==> config.mk <==
export PLATFORM = sky130hd
export DESIGN_NAME = axil_mem_arbiter
export DESIGN_NICKNAME = d
export VERILOG_FILES = /design/src/rtl/axil_mem_arbiter.sv
export SDC_FILE = /design/constraint.sdc
export NUM_CORES = 1
export LEC_CHECK = 0
export CAP_MARGIN = 25
export CORE_AREA = 3 3 178 180
export CTS_BUF_LIST = sky130_fd_sc_hd__clkbuf_4 sky130_fd_sc_hd__clkbuf_8 sky130_fd_sc_hd__clkbuf_16
export DETAILED_ROUTE_END_ITERATION = 10
export DIE_AREA = 0 0 181 183
export PLACE_DENSITY_LB_ADDON = 0.25
export SLEW_MARGIN = 20
export SYNTH_ARGS = -nofsm -noshare
export SYNTH_HDL_FRONTEND = slang
export SYNTH_SLANG_ARGS = --single-unit
==> constraint.sdc <==
create_clock -name clk -period 2.1 [get_ports clk]
set_input_delay 0.63 -clock clk [delete_from_list [all_inputs] [get_ports clk]]
set_output_delay 0.63 -clock clk [all_outputs]
set_load 0.1 [all_outputs]
==> src/rtl/axil_mem_arbiter.sv <==
// rtl/axil_mem_arbiter.sv - 2:1 AXI-Lite arbiter sharing one RAM between the imem and dmem ports
module axil_mem_arbiter #(
  parameter int ADDR_W   = 32,
  parameter int DATA_W   = 32,
  parameter int ARB_MODE = 0
) (
  input  logic                  clk,
  input  logic                  rst,
  // requester 0: core instruction port
  input  logic [ADDR_W-1:0]     s_imem_awaddr,
  input  logic [2:0]            s_imem_awprot,
  input  logic                  s_imem_awvalid,
  output logic                  s_imem_awready,
  input  logic [DATA_W-1:0]     s_imem_wdata,
  input  logic [DATA_W/8-1:0]   s_imem_wstrb,
  input  logic                  s_imem_wvalid,
  output logic                  s_imem_wready,
  output logic [1:0]            s_imem_bresp,
  output logic                  s_imem_bvalid,
  input  logic                  s_imem_bready,
  input  logic [ADDR_W-1:0]     s_imem_araddr,
  input  logic [2:0]            s_imem_arprot,
  input  logic                  s_imem_arvalid,
  output logic                  s_imem_arready,
  output logic [DATA_W-1:0]     s_imem_rdata,
  output logic [1:0]            s_imem_rresp,
  output logic                  s_imem_rvalid,
  input  logic                  s_imem_rready,
  // requester 1: core data port
  input  logic [ADDR_W-1:0]     s_dmem_awaddr,
  input  logic [2:0]            s_dmem_awprot,
  input  logic                  s_dmem_awvalid,
  output logic                  s_dmem_awready,
  input  logic [DATA_W-1:0]     s_dmem_wdata,
  input  logic [DATA_W/8-1:0]   s_dmem_wstrb,
  input  logic                  s_dmem_wvalid,
  output logic                  s_dmem_wready,
  output logic [1:0]            s_dmem_bresp,
  output logic                  s_dmem_bvalid,
  input  logic                  s_dmem_bready,
  input  logic [ADDR_W-1:0]     s_dmem_araddr,
  input  logic [2:0]            s_dmem_arprot,
  input  logic                  s_dmem_arvalid,
  output logic                  s_dmem_arready,
  output logic [DATA_W-1:0]     s_dmem_rdata,
  output logic [1:0]            s_dmem_rresp,
  output logic                  s_dmem_rvalid,
  input  logic                  s_dmem_rready,
  // shared RAM port
  output logic [ADDR_W-1:0]     m_ram_awaddr,
  output logic [2:0]            m_ram_awprot,
  output logic                  m_ram_awvalid,
  input  logic                  m_ram_awready,
  output logic [DATA_W-1:0]     m_ram_wdata,
  output logic [DATA_W/8-1:0]   m_ram_wstrb,
  output logic                  m_ram_wvalid,
  input  logic                  m_ram_wready,
  input  logic [1:0]            m_ram_bresp,
  input  logic                  m_ram_bvalid,
  output logic                  m_ram_bready,
  output logic [ADDR_W-1:0]     m_ram_araddr,
  output logic [2:0]            m_ram_arprot,
  output logic                  m_ram_arvalid,
  input  logic                  m_ram_arready,
  input  logic [DATA_W-1:0]     m_ram_rdata,
  input  logic [1:0]            m_ram_rresp,
  input  logic                  m_ram_rvalid,
  output logic                  m_ram_rready
);

  localparam logic [1:0] R_IDLE = 2'd0;
  localparam logic [1:0] R_ADDR = 2'd1;
  localparam logic [1:0] R_DATA = 2'd2;

  localparam logic [1:0] W_IDLE = 2'd0;
  localparam logic [1:0] W_ADDR = 2'd1;
  localparam logic [1:0] W_RESP = 2'd2;

  // Grant encoding everywhere: 0 = imem, 1 = dmem.
  logic [1:0] r_state_q, r_state_d;
  logic       r_gnt_q, r_gnt_d;
  logic       r_last_q, r_last_d;

  logic [1:0] w_state_q, w_state_d;
  logic       w_gnt_q, w_gnt_d;
  logic       w_last_q, w_last_d;
  logic       aw_done_q, aw_done_d;
  logic       w_done_q, w_done_d;

  logic r_addr_ph, r_data_ph;
  logic w_addr_ph, w_resp_ph;
  logic sel_awvalid, sel_wvalid;
  logic aw_hs, w_hs;

  // On a tie, fixed mode always favours dmem; round-robin favours whoever was not served last.
  function automatic logic arb_pick(input logic req_imem, input logic req_dmem, input logic last_dmem);
    logic pick;
    if (req_imem && req_dmem) begin
      pick = (ARB_MODE == 1) ? 1'b1 : ~last_dmem;
    end else begin
      pick = req_dmem;
    end
    return pick;
  endfunction

  assign r_addr_ph = (r_state_q == R_ADDR);
  assign r_data_ph = (r_state_q == R_DATA);
  assign w_addr_ph = (w_state_q == W_ADDR);
  assign w_resp_ph = (w_state_q == W_RESP);

  // Read address channel: only the granted requester is forwarded, and only in R_ADDR.
  assign m_ram_araddr   = r_gnt_q ? s_dmem_araddr : s_imem_araddr;
  assign m_ram_arprot   = r_gnt_q ? s_dmem_arprot : s_imem_arprot;
  assign m_ram_arvalid  = r_addr_ph;
  assign s_imem_arready = r_addr_ph & ~r_gnt_q & m_ram_arready;
  assign s_dmem_arready = r_addr_ph &  r_gnt_q & m_ram_arready;

  // Read data channel: payload is broadcast, rvalid is qualified by the grant.
  assign m_ram_rready  = r_data_ph & (r_gnt_q ? s_dmem_rready : s_imem_rready);
  assign s_imem_rdata  = m_ram_rdata;
  assign s_dmem_rdata  = m_ram_rdata;
  assign s_imem_rresp  = m_ram_rresp;
  assign s_dmem_rresp  = m_ram_rresp;
  assign s_imem_rvalid = r_data_ph & ~r_gnt_q & m_ram_rvalid;
  assign s_dmem_rvalid = r_data_ph &  r_gnt_q & m_ram_rvalid;

  // Write address/data: AW and W progress independently; a done flag blocks a second beat.
  assign sel_awvalid    = w_gnt_q ? s_dmem_awvalid : s_imem_awvalid;
  assign sel_wvalid     = w_gnt_q ? s_dmem_wvalid  : s_imem_wvalid;
  assign m_ram_awaddr   = w_gnt_q ? s_dmem_awaddr  : s_imem_awaddr;
  assign m_ram_awprot   = w_gnt_q ? s_dmem_awprot  : s_imem_awprot;
  assign m_ram_wdata    = w_gnt_q ? s_dmem_wdata   : s_imem_wdata;
  assign m_ram_wstrb    = w_gnt_q ? s_dmem_wstrb   : s_imem_wstrb;
  assign m_ram_awvalid  = w_addr_ph & sel_awvalid & ~aw_done_q;
  assign m_ram_wvalid   = w_addr_ph & sel_wvalid  & ~w_done_q;
  assign aw_hs          = m_ram_awvalid & m_ram_awready;
  assign w_hs           = m_ram_wvalid  & m_ram_wready;
  assign s_imem_awready = w_addr_ph & ~w_gnt_q & ~aw_done_q & m_ram_awready;
  assign s_dmem_awready = w_addr_ph &  w_gnt_q & ~aw_done_q & m_ram_awready;
  assign s_imem_wready  = w_addr_ph & ~w_gnt_q & ~w_done_q  & m_ram_wready;
  assign s_dmem_wready  = w_addr_ph &  w_gnt_q & ~w_done_q  & m_ram_wready;

  // Write response channel.
  assign m_ram_bready  = w_resp_ph & (w_gnt_q ? s_dmem_bready : s_imem_bready);
  assign s_imem_bresp  = m_ram_bresp;
  assign s_dmem_bresp  = m_ram_bresp;
  assign s_imem_bvalid = w_resp_ph & ~w_gnt_q & m_ram_bvalid;
  assign s_dmem_bvalid = w_resp_ph &  w_gnt_q & m_ram_bvalid;

  // Read FSM next state: grant in IDLE, wait for AR handshake, then for R handshake.
  always_comb begin
    r_state_d = r_state_q;
    r_gnt_d   = r_gnt_q;
    r_last_d  = r_last_q;
    case (r_state_q)
      R_IDLE: begin
        if (s_imem_arvalid || s_dmem_arvalid) begin
          r_gnt_d   = arb_pick(s_imem_arvalid, s_dmem_arvalid, r_last_q);
          r_state_d = R_ADDR;
        end
      end
      R_ADDR: begin
        if (m_ram_arvalid && m_ram_arready) begin
          r_state_d = R_DATA;
        end
      end
      R_DATA: begin
        if (m_ram_rvalid && m_ram_rready) begin
          r_last_d  = r_gnt_q;
          r_state_d = R_IDLE;
        end
      end
      default: r_state_d = R_IDLE;
    endcase
  end

  // Write FSM next state: a flag set this cycle counts toward leaving W_ADDR.
  always_comb begin
    w_state_d = w_state_q;
    w_gnt_d   = w_gnt_q;
    w_last_d  = w_last_q;
    aw_done_d = aw_done_q;
    w_done_d  = w_done_q;
    case (w_state_q)
      W_IDLE: begin
        if (s_imem_awvalid || s_imem_wvalid || s_dmem_awvalid || s_dmem_wvalid) begin
          w_gnt_d   = arb_pick(s_imem_awvalid | s_imem_wvalid,
                               s_dmem_awvalid | s_dmem_wvalid, w_last_q);
          w_state_d = W_ADDR;
        end
      end
      W_ADDR: begin
        aw_done_d = aw_done_q | aw_hs;
        w_done_d  = w_done_q  | w_hs;
        if (aw_done_d && w_done_d) begin
          w_state_d = W_RESP;
        end
      end
      W_RESP: begin
        if (m_ram_bvalid && m_ram_bready) begin
          w_last_d  = w_gnt_q;
          aw_done_d = 1'b0;
          w_done_d  = 1'b0;
          w_state_d = W_IDLE;
        end
      end
      default: w_state_d = W_IDLE;
    endcase
  end

  // Read FSM registers; last = imem after reset so dmem wins the first tie.
  always_ff @(posedge clk or posedge rst) begin
    if (rst) begin
      r_state_q <= R_IDLE;
      r_gnt_q   <= 1'b0;
      r_last_q  <= 1'b0;
    end else begin
      r_state_q <= r_state_d;
      r_gnt_q   <= r_gnt_d;
      r_last_q  <= r_last_d;
    end
  end

  // Write FSM registers, same tie rule as the read side but an independent pointer.
  always_ff @(posedge clk or posedge rst) begin
    if (rst) begin
      w_state_q <= W_IDLE;
      w_gnt_q   <= 1'b0;
      w_last_q  <= 1'b0;
      aw_done_q <= 1'b0;
      w_done_q  <= 1'b0;
    end else begin
      w_state_q <= w_state_d;
      w_gnt_q   <= w_gnt_d;
      w_last_q  <= w_last_d;
      aw_done_q <= aw_done_d;
      w_done_q  <= w_done_d;
    end
  end

endmodule

* Word-level counts from Yosys, hierarchy flattened
Index checks and enable logic that the tools add are counted.
** Word-level totals
- Flip-flop bits (word level) :: 10
- Bits in latches :: 0
- Bits in writable memories :: 0
- Bits in read-only memories :: 0
- Bits of input ports :: 265
- Output and inout port bits :: 193
- Logic and storage cells :: 101
- Memories :: 0
** Operators by class
- $add $sub $neg :: 0
- $mul :: 0
- Divide/modulo/power cells :: 0
- Magnitude comparators :: 0
- Equality and inequality tests :: 10
- Shift operators :: 0
- Multiplexer cells :: 23
- Bitwise gates (word level) :: 40
- Reduce and logical (&&, ||, !) cells :: 20
** Operator list (count)
- two-way mux 32 bit :: 3
- bitwise AND 1 bit :: 30
- two-way mux 2 bit :: 6
- case mux 2 bit (3 select lines) :: 2
- AND reduction 2 bit :: 5
- inequality test 2 x 1 -> 1 bit (second input constant) :: 4
- two-way mux 1 bit :: 7
- logical AND 1 bit :: 6
- two-way mux 3 bit :: 2
- NOT 1 bit :: 6
- AND reduction 3 bit :: 2
- equality test 2 x 1 -> 1 bit (second input constant) :: 2
- equality test 2 bit (second input constant) :: 2
- zero test 2 bit :: 2
- logical OR 1 bit :: 4
- two-way mux 4 bit :: 1
- inequality test 2 bit (second input constant) :: 2
- bitwise OR 1 bit :: 4
- case mux 1 bit (2 select lines) :: 2
- nonzero test 2 bit :: 1

* Longest topological paths before layout
Gate-level depths: netlist (run 1).
- Word-level depth :: 8
- Gate-level depth with buffers :: 5
- Mapped depth without buffers :: 3

* Least setup slack after synthesis (run 1)
OpenSTA, ideal clock, no wires.
- Kind :: reg-to-output
- Start :: reg w_gnt_q
- End :: out s_imem_wready
- Arrival :: 3.944 ns
- Data required time :: 1.470 ns
- Path slack :: -2.474 ns
- Cell stages (with the launch flop) :: 5
- Buffers on the path :: 3
- Path through :: dfrtp_1 > buf_6 > buf_6 > buf_2 > nor4b_1
** On the way
- Cells in the longest elaborated chain, start to end :: 4
** Ends and longest elaborated chain
- start: declaration :: line 85 : logic w_gnt_q, w_gnt_d;
- start signal: assignment :: line 234 : w_gnt_q <= w_gnt_d;
- NOT 1 bit :: line 140 : assign s_imem_wready = w_addr_ph & ~w_gnt_q & ~w_done_q & m_ram_wready;
- bitwise AND 1 bit (3 in a row) :: line 140
- end: declaration :: line 17 : output logic s_imem_wready,
Every way passes these cells.

* Final worst setup path (run 1)
- Start :: reg w_gnt_q
- End :: out m_ram_wstrb[1]
** On the way
- Cells in the longest elaborated chain, start to end :: 1
** Ends and longest elaborated chain
- two-way mux 4 bit :: line 133 : assign m_ram_wstrb = w_gnt_q ? s_dmem_wstrb : s_imem_wstrb;
- end: declaration :: line 55 : output logic [DATA_W/8-1:0] m_ram_wstrb,
Every way passes these cells.

==> impl_results.md, run 1 <==
* TNS Setup at -5.04 ns
* Simple-gate area share of the yosys netlist at 0.0846
* Hold buffer count at CTS at 0
* Post-route ant nets at 0
* GRT overflow at 0
* Combinational power share at 0.933
* Final wirelength at 16.5 mm
* Mux share of post-synthesis cell area at 0.506
* Clk root buf: clkbuf_16
* Largest family of logic cells by synthesized area: multiplexers
* Area of the mapped netlist at 2460 µm²
* Largest net degree at the start of global routing at 19
* Chip Height at 183 µm
* Post-synthesis compound-gate area fraction at 0.0443
* CTS tree: yes
* Flip-flop and latch count after synthesis at 10
* Hold path start: r_last_q
* Synth top area share at 0.486
* FMAX at 454 MHz
* Clock power share at 0.031
* Drc violations at 0
* Final Hold Slack at 0.512 ns
* Largest vdd supply drop at 0.000599 V
* Crit path max fanout at 7
* Dpl cells at 944
* Seq/Total Area, Yosys at 0.102
* RR Startpoint: w_gnt_q
* RSZ-0062 raised after global routing: true
* Starting density of the core at 0.0809
* Clock skew at 0.000570 ns
* Psw at roughly 7.0 mW
* Final cycle utilization of the critical path at 1.05
* Number of nets in the layout at 836
* Maximum level of the CTS H-tree at 1
* Clock Latency Late Sink at roughly 0.23 ns
* Port bufs at ~350
* Yosys cell types at 32
* Sequential power share at 0.036
* Area delta synth->final at 226%
* CP required at 1.47 ns
* Reg2reg setup slack at 0.44 ns
* Leakage at approximately 3.6 nW
* Fin. Hold Viols at 0
* Vias/cell at 3.25
* Die area at ~33000 µm²
* Antenna Cells at 0
* Final std cells w/o fill at 966
* Net Sw Frac at 0.569
* Vias in the first global route at 3499
* Int Pwr at 5.31 mW
* Util after Layout at 0.263
* Synth area leaders: mux2_2 (49%), buf_4 (22%), dfrtp_1 (10%)
* Ys Warns at 0
* Total number of vias at 3139
* Adder-Cell Fraction of Synth Area at 0
* CTS Buffer Depth at 2
* Hold crit path type: reg2reg
* Failing checks: negative setup slack
* Fraction of layout instances using a drive strength above 1 at 0.526
* Clock slew at reported path FFs at roughly 0.04 ns
* Routed WL per cell at 17.1 µm
* Syn nets at roughly 530
* DR iter-0 viols at 35
* Yosys top cell by area: mux2_2
* Crit path kind: reg2out
* Num Clock Sinks at 10
* Period minus WS final at 2.21 ns
* Max_slew headroom at 0.690
* # setup viols final at 75
* Worst hold endpoint: r_last_q
* Pre-antenna DRT Iters at 4
* CP arrival at 1.58 ns
* Max-slew violation count at 0
* Final WS setup at -0.105 ns
* # IOs at 458
* Detail Placement HPWL at around 14 mm
* Syn Inst Count at 262
* CORE AREA at between 30000 and 40000 µm²
* Worst hold stages at 2
* Power Density at approximately 1500 nW/µm²
* CP Capture Type: output pin
* Global Route Usage Sum at 0.0935
* Worst Max-Slew Pin Slew at about 0.46 ns
* Max Cap Violations at 0
* CTS buffer count at 3
* Initial antenna violation count at 1
* Routability Congestion at 0.750
* Status: finished with violations
* Launching element type of the critical path: flop
* Syn_area_per_cell at around 9.4 µm²
* Num rows at 64
* Chip Width at 181 µm
* First-pass GRT wire length at 23.6 mm
* Synth Area in XOR/XNOR at 0
* R2R cell count at 5
* Critical R2R Capture: w_state_q[1]
-- layout make-up --
type                    count  area (µm²)
repair buffers            390        5130
multi-input cells         164        2020
flip-flops and latches     10         255
fillers                  3214       22400
clock buffers               4        88.8
inverters                   2        7.51
well taps                 396         495
-- cell usage after synthesis --
cell type	instances
buf_6	4
nand3b_1	2
nand4_1	1
o31ai_1	1
buf_2	9
a211oi_1	1
nand2_1	7
and3_1	1
inv_1	2
nand3_1	1
nor3_1	4
and2b_2	1
a31oi_2	1
nor3b_1	2
o21ai_0	4
nor4b_1	1
a32oi_1	1
nor2_1	11
buf_4	73
and4b_1	1
mux2_2	106
nand2b_1	2
or2b_1	1
mux2_4	2
dfrtp_1	10
nor2b_1	4
a21oi_1	2
a32o_1	1
mux2i_1	2
o21a_1	2
o32ai_1	1
o221ai_1	1
-- worst max-delay path by stage --
stage	endpoint	cells after the start	slack, ns	from
2_1_floorplan	s_imem_wready	3	-0.37	w_state_q[1]
3_3_place_gp	m_ram_bready	4	-0.38	s_dmem_bready
3_5_place_dp	m_ram_bready	4	-0.37	s_dmem_bready
4_1_cts	m_ram_wdata[30]	4	-0.12	w_gnt_q
5_1_grt	m_ram_awaddr[15]	4	-0.15	w_gnt_q
6_report	m_ram_wstrb[1]	4	-0.11	w_gnt_q
-- layer usage --
metal,GRT usage,part of all wire
met4,0.0161,0.013
met3,0.0337,0.095
met1,0.113,0.39
met5,0,0.00054
met2,0.162,0.50
-- state kept, by name (all words and copies together), names as in the netlist --
| register | cells |
|---|---|
| r_last_q | 1 |
| aw_done_q | 1 |
| r_gnt_q | 1 |
| w_done_q | 1 |
| w_state_q | 2 |
| w_last_q | 1 |
| r_state_q | 2 |
| w_gnt_q | 1 |
-- power groups by stage --
stage               Clock (mW)  Combinational [mW]  Sequential [mW]
finish                   0.376                11.5            0.449
global route             0.397                11.8            0.463
CTS                      0.389                11.5            0.449
detailed placement           0                10.5            0.507
global placement             0                10.5            0.510
floorplan                    0                7.23            0.384
-- layout by cell type (no fill, tap or decap), drive strengths merged, types with 2 or more instances in the layout --
cell type	n
nor3b	2
inv	2
nor3	4
dfrtp	10
mux2	108
o21a	2
clkdlybuf4s50	129
buf	161
dlygate4sd2	90
clkbuf	6
nor2	11
nand2b	2
nor2b	4
dlymetal6s2s	5
nand3b	2
a21oi	2
o21ai	4
clkdlybuf4s15	3
mux2i	2
nand2	7
-- critical path, stage by stage (launching register included) --
cell	delay, ns
dfrtp_4	0.44
buf_12	0.17
clkbuf_16	0.18
mux2_2	0.36
buf_12	0.17
-- stage by stage --
stage / power [mW] / worst slack, ns / cell area [µm²]
after global routing: 12.7 / -0.148 / 8000
after floorplan: 7.61 / -0.369 / 2590
final: 12.3 / -0.105 / 8000
after global placement: 11.0 / -0.381 / 7370
after CTS: 12.3 / -0.121 / 7870
after detailed placement: 11.0 / -0.374 / 7370
-- kinds of logic (layout without fill, tap and decap cells) --
family | count (synthesis) | in the layout
and+or+nand+nor | 39 | 39
buffers and inverters | 88 | 396
DFF | 10 | 10
muxes | 110 | 110
AOI/OAI and AO/OA | 15 | 15
-- what timing repair did --
item                                    4_1_cts  5_1_grt
pin swaps                                     6        4
endpoints found under the setup margin      120       85
cloned                                        4        1
resized for setup                           186       26
setup buffers                                10        3
No activity file was read; power rests on OpenSTA's default activity.
==> run 2, diff against run 1 <==
- CTS_CLUSTER_DIAMETER: default -> 50
==> results of run 2 <==
The final DEF is identical to that of run 1; final timing and power are the same.
==> run 3, diff against run 2 <==
- CORE_AREA: 3 3 178 180 -> 2 2 177 179
- DIE_AREA: 0 0 181 183 -> 0 0 179 181
==> impl_results.md, run 3 (synthesized netlist as in run 1, its figures left out) <==
* Status: finished with violations
* Failing checks: negative setup slack
* Dpl cells at between 900 and 1000
* Leakage at 3.53 nW
* Fin. Hold Viols at 0
* Power Density at 1550 nW/µm²
* CP arrival at 1.65 ns
* Max-slew violation count at 0
* # setup viols final at 77
* Routed WL per cell at between 15 and 20 µm
* Util after Layout at 0.265
* CTS buffer count at 3
* Drc violations at 0
* Worst hold endpoint: r_last_q
* Final WS setup at -0.177 ns
* Worst hold stages at 2
* Die area at 32400 µm²
* Maximum level of the CTS H-tree at 1
* Global Route Usage Sum at 0.0931
* Commonest non-fill, non-tap cell in the layout: clkdlybuf4s50_1
* Crit path max fanout at 9
* RSZ-0062 raised after global routing: true
* Chip Height at 181 µm
* Largest net degree at the start of global routing at 21
* Clock Latency Late Sink at 0.23 ns
* GRT overflow at 0
* Area delta synth->final at 228%
* Fill cell count at 3171
* CP max stage cell: dfrtp_4
* RR Startpoint: w_gnt_q
* Port bufs at 349
* # IOs at 458
* Final cycle utilization of the critical path at 1.08
* Hold path start: r_last_q
* Starting density of the core at 0.0809
* Crit path kind: reg2out
* Final wirelength at 16.4 mm
* Worst Max-Slew Pin Slew at 0.445 ns
* Clk root buf: clkbuf_16
* Cell repeated most along the worst path: buf_12
* Max Cap Violations at 0
* TNS Setup at -5.46 ns
* Num Clock Sinks at 10
* Final Hold Slack at between 0.5 and 0.6 ns
* Pre-CTS setup slack at -0.330 ns
* Number of nets in the layout at 843
* CTS tree: yes
* Reg2reg setup slack at 0.26 ns
* Cell Chain, Critical Path: buf_12, buf_4, buf_8, mux2_4, buf_12
* CTS Buffer Depth at 2
* Total power at 12.5 mW
* First-pass GRT wire length at 22.5 mm
* Routability Congestion at 0.724
* Clock slew at reported path FFs at 0.04 ns
* CP required at 1.47 ns
* Pre-antenna DRT Iters at 4
* Vias in the first global route at around 3600
* CP startpoint: w_gnt_q
* Launching element type of the critical path: flop
* Fraction of layout instances using a drive strength above 1 at 0.530
* Vias/cell at between 3 and 4
* CP Capture Type: output pin
* Post-route ant nets at 0
* R2R cell count at 7
* Chip Width at 179 µm
* Final std cells w/o fill at 978
* Period minus WS final at 2.28 ns
* Max_slew headroom at 0.703
* Hold crit path type: reg2reg
* Hold buffer count at CTS at 0
* Cell area after layout at 8050 µm²
* Total number of vias at 3179
* Largest vdd supply drop at approximately 0.0009 V
* Most frequent cells in the layout: clkdlybuf4s50_1 (136), buf_12 (130), dlygate4sd2_1 (86)
* Initial antenna violation count at 4
* Max incr delay on CP at 0.51 ns
* Largest regs: r_state_q x2, w_state_q x2
* Critical R2R Capture: w_state_q[1]
* Clock skew at 0.000501 ns
* Detail Placement HPWL at 13.9 mm
* Num rows at 64
* FMAX at 439 MHz
* CORE AREA at 30300 µm²
* Post-DP Area at 7430 µm²
* DR iter-0 viols at 37
==> run 3: critical path, delay by kind of cell, from the launching register on <==
family,cells,cell delay (ns)
flip-flops,1,0.51
buffers and inverters,4,0.59
multiplexers,1,0.30
==> run 3: area by class of cell <==
cell class,instances,area (µm²),share of cell area
diodes,5,12.5,0.00155
clock buffers,4,88.8,0.0110
inverters,2,7.51,0.000933
multi-input cells,164,1930,0.240
flip-flops and latches,10,255,0.0317
well taps,396,495,0.0616
repair buffers,397,5250,0.653
==> run 3: worst max path at each step <==
stage | cells after the start | endpoint
finish | 5 | m_ram_wdata[22]
global placement | 5 | m_ram_wvalid
CTS | 5 | s_imem_wready
detailed placement | 5 | m_ram_wvalid
floorplan | 3 | s_imem_wready
global route | 5 | s_imem_wready
==> run 3: per-layer routing <==
layer	track usage	routed length [µm]	vias up	part of all wire
li1	-	-	1497	-
met1	0.104	6060	1430	0.37
met2	0.167	8230	219	0.50
met3	0.0343	1930	33	0.12
met4	0.0189	209	0	0.013
met5	0	0	-	0
==> run 3: timing repair <==
item / in CTS / in global routing
pin swaps: 5 / 3
endpoints found under the hold margin: 0 / 0
cloned: 6 / 3
buffers inserted: 6 / 8
resized for setup: 160 / 18
setup endpoints to repair: 120 / 89
==> run 3: report_power, final <==
part           switching, mW  internal [mW]  total [mW]  leakage (nW)
Combinational           6.78           4.86        11.6          3.37
Clock                 0.0846          0.286       0.371        0.0442
Sequential             0.149          0.293       0.442         0.116
